## src/rtl/pipe_pkg.sv

```systemverilog
// Shared write-back pipeline types: default widths, the zero-register constant
// and the destination tag carried by both stage registers and the forwarding unit.
package pipe_pkg;

  localparam int DATA_W = 32;
  localparam int REG_AW = 5;
  localparam int CNT_W  = 16;

  localparam logic [REG_AW-1:0] REG_ZERO = 5'd0;

  typedef struct packed {
    logic              RegWre;
    logic [REG_AW-1:0] WriteReg;
    logic              MemToReg;
  } wb_tag_t;

  localparam wb_tag_t TAG_BUBBLE = '{RegWre: 1'b0, WriteReg: REG_ZERO, MemToReg: 1'b0};

endpackage

```

## src/rtl/wb_stage_reg.sv

```systemverilog
// One write-back pipeline stage register: destination tag plus data word.
// Bubble has priority over Hold so a flush lands even while the pipe is frozen.
module wb_stage_reg
  import pipe_pkg::*;
#(
  parameter int DATA_W = pipe_pkg::DATA_W
) (
  input  logic              CLK,
  input  logic              Reset,
  input  logic              Hold,
  input  logic              Bubble,
  input  wb_tag_t           tagIn,
  input  logic [DATA_W-1:0] dataIn,
  output wb_tag_t           tagOut,
  output logic [DATA_W-1:0] dataOut
);

  always_ff @(posedge CLK or negedge Reset) begin
    if (!Reset) begin
      tagOut  <= TAG_BUBBLE;
      dataOut <= '0;
    end else if (Bubble) begin
      tagOut  <= TAG_BUBBLE;
      dataOut <= '0;
    end else if (!Hold) begin
      tagOut  <= tagIn;
      dataOut <= dataIn;
    end
  end

endmodule

```

## src/rtl/wb_dest_pipe.sv

```systemverilog
// EX/MEM and MEM/WB write-back tag pipeline with retire counter and load-use detect.
// Optional feature: define LOAD_USE_DETECT_EN to build the load-use stall comparators.
module wb_dest_pipe
  import pipe_pkg::*;
#(
  parameter int DATA_W = pipe_pkg::DATA_W,
  parameter int REG_AW = pipe_pkg::REG_AW,
  parameter int CNT_W  = pipe_pkg::CNT_W
) (
  input  logic              CLK,
  input  logic              Reset,
  input  logic              Hold,
  input  logic              Flush,
  input  logic              EX_RegWre,
  input  logic              EX_MemToReg,
  input  logic [REG_AW-1:0] EX_WriteReg,
  input  logic [DATA_W-1:0] EX_Result,
  input  logic [REG_AW-1:0] ID_rs,
  input  logic [REG_AW-1:0] ID_rt,
  input  logic [DATA_W-1:0] MEM_ReadData,
  output logic              MEM_RegWre,
  output logic [REG_AW-1:0] MEM_WriteReg,
  output logic              MEM_MemToReg,
  output logic [DATA_W-1:0] MEM_ALUResult,
  output logic              WB_RegWre,
  output logic [REG_AW-1:0] WB_WriteReg,
  output logic [DATA_W-1:0] WB_WriteData,
  output logic              LoadUse_Stall,
  output logic [CNT_W-1:0]  WB_Count
);

  wb_tag_t           exTag;
  wb_tag_t           memTag;
  wb_tag_t           wbTag;
  logic [DATA_W-1:0] wbDataIn;

  // Writes to register 0 are dropped here so no downstream consumer sees them.
  always_comb begin
    exTag          = TAG_BUBBLE;
    exTag.RegWre   = EX_RegWre && (EX_WriteReg != REG_ZERO);
    exTag.WriteReg = EX_WriteReg;
    exTag.MemToReg = EX_MemToReg;
  end

  wb_stage_reg #(.DATA_W(DATA_W)) exMemReg (
    .CLK     (CLK),
    .Reset   (Reset),
    .Hold    (Hold),
    .Bubble  (Flush),
    .tagIn   (exTag),
    .dataIn  (EX_Result),
    .tagOut  (memTag),
    .dataOut (MEM_ALUResult)
  );

  assign wbDataIn = memTag.MemToReg ? MEM_ReadData : MEM_ALUResult;

  wb_stage_reg #(.DATA_W(DATA_W)) memWbReg (
    .CLK     (CLK),
    .Reset   (Reset),
    .Hold    (Hold),
    .Bubble  (1'b0),
    .tagIn   (memTag),
    .dataIn  (wbDataIn),
    .tagOut  (wbTag),
    .dataOut (WB_WriteData)
  );

  assign MEM_RegWre   = memTag.RegWre;
  assign MEM_WriteReg = memTag.WriteReg;
  assign MEM_MemToReg = memTag.MemToReg;
  assign WB_RegWre    = wbTag.RegWre;
  assign WB_WriteReg  = wbTag.WriteReg;

  // Counts the write leaving WB on each advancing edge; sticks at all-ones.
  always_ff @(posedge CLK or negedge Reset) begin
    if (!Reset) begin
      WB_Count <= '0;
    end else if (WB_RegWre && !Hold && (WB_Count != {CNT_W{1'b1}})) begin
      WB_Count <= WB_Count + 1'b1;
    end
  end

`ifdef LOAD_USE_DETECT_EN
  assign LoadUse_Stall = EX_RegWre && EX_MemToReg && (EX_WriteReg != REG_ZERO) &&
                         ((ID_rs == EX_WriteReg) || (ID_rt == EX_WriteReg));
`else
  // Hazard handling lives outside this block in this build.
  logic unusedIdRegs;
  assign unusedIdRegs  = ^{ID_rs, ID_rt};
  assign LoadUse_Stall = 1'b0;
`endif

endmodule

```

## config.mk

```make
export PLATFORM = sky130hd
export DESIGN_NAME = wb_dest_pipe
export DESIGN_NICKNAME = d
export VERILOG_FILES = /design/src/rtl/pipe_pkg.sv /design/src/rtl/wb_stage_reg.sv /design/src/rtl/wb_dest_pipe.sv
export SDC_FILE = /design/constraint.sdc
export NUM_CORES = 1
export LEC_CHECK = 0
export CORE_ASPECT_RATIO = 1.1
export CORE_MARGIN = 3
export CORE_UTILIZATION = 42
export DETAILED_ROUTE_END_ITERATION = 8
export PLACE_DENSITY_LB_ADDON = 0.3
export SYNTH_ARGS = -nofsm -noshare
export SYNTH_HDL_FRONTEND = slang
export SYNTH_SLANG_ARGS = --single-unit
export TNS_END_PERCENT = 20
```

## constraint.sdc

```tcl
create_clock -name CLK -period 2.1 [get_ports CLK]
set_clock_uncertainty 0.05 [all_clocks]
set_input_delay 0.42 -clock CLK [delete_from_list [all_inputs] [get_ports CLK]]
set_output_delay 0.42 -clock CLK [all_outputs]
set_load 0.01 [all_outputs]
```

# Word-level counts from Yosys, hierarchy flattened
# Index checks and enable logic that the tools add are counted.
# totals
ram_bits	0
mem_bits_ro	0
in_bits	85
wordCells	21
register_bits	93
output_inout_bits	94
latch_bits	0
mem_count	0
# classes
n_bitwise	0
n_mux	5
addsub	1
n_reduce_logical	5
n_shift	0
order_cmp	0
div	0
mul	0
eq_ne	2
# op_table
operator	count
$mux 32	3
$add 16x1->16 const B	1
$ne 16x16->1 const B	1
$mux 7	2
$reduce_bool 5->1	1
$logic_and 1x1->1	3
$ne 2x1->1 const B	1
$logic_not 1->1	1

# Longest topological paths before layout
# logic_depth
ltp_word	4
ltp_mapped	5
ltp_nobuf	5

# By module
# A second synthesis with hierarchy kept.
# hier_totals
hier_cells	363
area_unflattened_um2	4411.7
# by_module_without_submodules
mod	n_inst	cells_each	area_per_inst_um2	seq_area_each_um2
wb_stage_reg	2	126	1595.3	975.9
wb_dest_pipe	1	111	1221.2	400.4

# Worst setup path before layout
# No wires, ideal clock.
# synth_path
path_kind	reg2reg
start	register WB_Count[0]
end	register WB_Count[12]
required_ps	1922
slack_ps	298
synth_period_minus_slack_ps	1802
path_buffers	0
t_arrival_ps	1624
setup_time_ps	128
path_stages_with_launch	6
cell_sequence	dfrtp_1 -> ha_1 -> nand3_1 -> or3_4 -> nor2_1 -> mux2_1
# synth_between
elab_chain_cells	2
word_cells_on_any_way	3
classes_between	1 x add/sub; 1 x eq/ne; 1 x reduce/logical
# synth_lines
element	line	source
start: declaration	wb_dest_pipe.sv:29	output logic [CNT_W-1:0] WB_Count
start signal: assignment	wb_dest_pipe.sv:80	WB_Count <= WB_Count + 1'b1;
parallel branches: the longest is 2 deep, another holds $add 16x1->16	-	
# Parallel ways; which one is timed is not known.
# A chain may end at the register's enable or synchronous reset.

# Worst setup path in the final report
# layout_path
start	register WB_Count[0]
end	register WB_Count[1]
# Same word-level chain as after synthesis.

==> results.cfg <==
[min_path]
worstHoldPathType = reg -> reg
hold_path_depth = 2

[sta]
timing.final.crit_share = 0.902
period_minus_slack_ns = 1.89
tightest_slew_ns = 0.600
tns_ns = 0
timing.fmax_ghz = 0.528
slew_violations = 0
slew_headroom = 0.600
hold_viol_final = 0
rsz0062_at_grt = false
setup_viol = 0

[clock_tree]
numCtsBuffers = 9
cts_tree = built
cts_max_path_buffers = 2
postCtsSetupRepairBufs = 0
clk_pin_slew_ns = 0.09
cts_sinks = 93
ctsHtreeMaxLevel = 3
post_cts_resized = 0
cts.root.buffer_cell = clkbuf_8
insertion_delay_ns = 0.35
cts_hold_buf = 1

[run_status]
status = finished, final reports clean

[logic_synthesis]
synth_nets = 443
yosysSeqAreaShare = 0.573
synthTopCellsByArea = dfrtp_1 (57%), mux2i_1 (17%), o21ai_0 (4.2%), nor2_1 (4.1%), nand2_1 (3.5%)
synth_warnings = 0
synth_cells = 357
synth.distinct_cells = 33
synth_area_sq_mm = 0.00406
synth_edf_count = 0
synth_top_area_cell = dfrtp_1
yosys_register_bits = 93
yosys.cell_count.top_type = dfrtp_1
ys_async_sr_fraction = 1.00
synth_flop_cell = dfrtp_1
netlist_top_cells_count = dfrtp_1 (93), mux2i_1 (71), nor2_1 (44), nand2_1 (38), o21ai_0 (34)
synth_top_area_share = 0.573
syn_avg_cell_area_sq_um = 11.4

[pwr]
power.density_mw_per_mm2 = 692
power_mw = 4.21
peakVddDrop_uv = 330
p_leak_nw = 2.68

[global_route]
antenna_found_initial = 0
grt_max_degree = 111
grt_pass1_wl_mm = 16.6
gr-total-overflow = 0
track_usage = 0.193
grt_pass1_vias = 3245

[floorplan]
dieHeight_um = 109
start_util = 0.432
io_pins = 179
num_rows = 37
core_sq_mm = 0.00940
dieArea_sq_mm = 0.0109
fp.dieW_um = 99.8

[setup_path]
worst_ep_arrival_time_ns = 2.08
reg2reg_depth = 5
cp.depth = 5
crit_family = simple AND/OR/NAND/NOR gates
cp-end-kind = register
max_stage_delay_ns = 0.43
critPathRequiredTime_ns = 2.29
crit_start = WB_Count[0]$_DFFE_PN0P_
cp_cell_sequence = ha_1, nand3_1, nor4_2, nor2_1, mux2_4
critPathKind = reg -> reg
critPathSlowestCell = dfrtp_1
reg2reg_from = WB_Count[0]$_DFFE_PN0P_
path_max_fanout = 5
r2r_setup_slack_ns = 0.21
start_kind = register
worstReg2RegEnd = WB_Count[1]$_DFFE_PN0P_
cp-endpoint = WB_Count[1]$_DFFE_PN0P_
path_buf_inv = 0

[finish]
antenna_cells = 0
syn_to_final_growth_pct = 49.9
stdcell_count = 641
final_nets = 605
utilization = 0.648
drive_gt1_frac = 0.0744
design_area_sq_mm = 0.00609
fillers = 767

[placed_design]
place_congestion = 0.776
dp.cells = 624
numPortBuffers = 167
place_area_sq_mm = 0.00587
place_hpwl_mm = 7.34

[route]
post_drt_via_cell_ratio = 5.03
drt-total-wl_mm = 10.2
drt_pass1_iterations = 7
drt_iter0_markers = 125
drc_errors = 0
antenna_left = 0
wl_per_cell_um = 16.0
dr_total_vias = 3223

[job]
maxCapViolations = 0
## worst min-delay path, stage by stage, from the launching register on
cell and delay (ns):
dfrtp_1 0.35, nand2_1 0.05, o21ai_0 0.06
## state kept, by name, indices dropped and copies added, names as in the netlist
name	count
memWbReg.tagOut	6
exMemReg.dataOut	32
memWbReg.dataOut	32
WB_Count	16
exMemReg.tagOut	7
## power by group
group / total, mW / leakage, nW / internal, mW / switching, mW
sequential: 2.07 / 1.23 / 1.94 / 0.125
clock: 1.26 / 0.106 / 0.647 / 0.608
combinational: 0.891 / 1.35 / 0.530 / 0.361
total: 4.21 / 2.68 / 3.12 / 1.09
## logic make-up (layout without fill, tap and decap cells)
kind of cell,after synthesis,in the layout,synth area share
multiplexers,79,79,0.198
buffers and inverters,24,191,0.0253
AO/OA/AOI/OAI,39,39,0.0493
adder cells (fa/ha/maj),1,1,0.00308
AND/OR/NAND/NOR,110,110,0.129
flip-flops,93,93,0.573
XOR/XNOR,10,10,0.0216
other,1,1,0.000923
## layout make-up
cell class	instances	area, sq um	share of cell area
Tap cell	117	146	0.0240
Clock inverter	3	42.5	0.00698
Inverter	2	7.51	0.00123
Clock buffer	13	169	0.0277
Sequential cell	93	2330	0.382
Multi-Input combinational cell	240	1630	0.268
Timing Repair Buffer	173	1760	0.290
## stage by stage
step	hold WS, ns	setup slack, ns
after global routing	0.469	0.0937
after floorplan	0.0744	0.298
after detailed placement	0.343	0.201
final	0.442	0.205
after CTS	0.444	0.193
after global placement	0.340	0.229
## worst min-delay path by stage
stage,slack [ns],endpoint,from
5_1_grt,0.47,memWbReg.dataOut[2]$_DFFE_PN0N_,memWbReg.dataOut[2]$_DFFE_PN0N_
4_1_cts,0.44,memWbReg.dataOut[22]$_DFFE_PN0N_,memWbReg.dataOut[22]$_DFFE_PN0N_
3_5_place_dp,0.34,memWbReg.dataOut[16]$_DFFE_PN0N_,Reset
3_3_place_gp,0.34,memWbReg.dataOut[16]$_DFFE_PN0N_,Reset
6_report,0.44,memWbReg.dataOut[18]$_DFFE_PN0N_,memWbReg.dataOut[18]$_DFFE_PN0N_
2_1_floorplan,0.07,WB_Count[0]$_DFFE_PN0P_,Reset
## layer usage
metal,track usage,part of all wire
met5,0,0
met3,0.0358,0.061
met2,0.318,0.50
met1,0.252,0.42
met4,0.0771,0.019
## layout by cell type, fill, tap and decap left out, types with 3 or more instances in the layout
cell	Yosys	layout
xor2_1	10	10
dfrtp_1	93	92
mux2i_1	71	71
nor2_1	44	44
clkbuf_8	0	12
clkdlybuf4s50_1	0	165
buf_4	1	3
buf_12	0	4
nand2_1	38	38
mux2_2	6	6
o21ai_0	34	34
nand3_1	5	5
nor3_1	6	6
(Power assumes the default switching activity.)
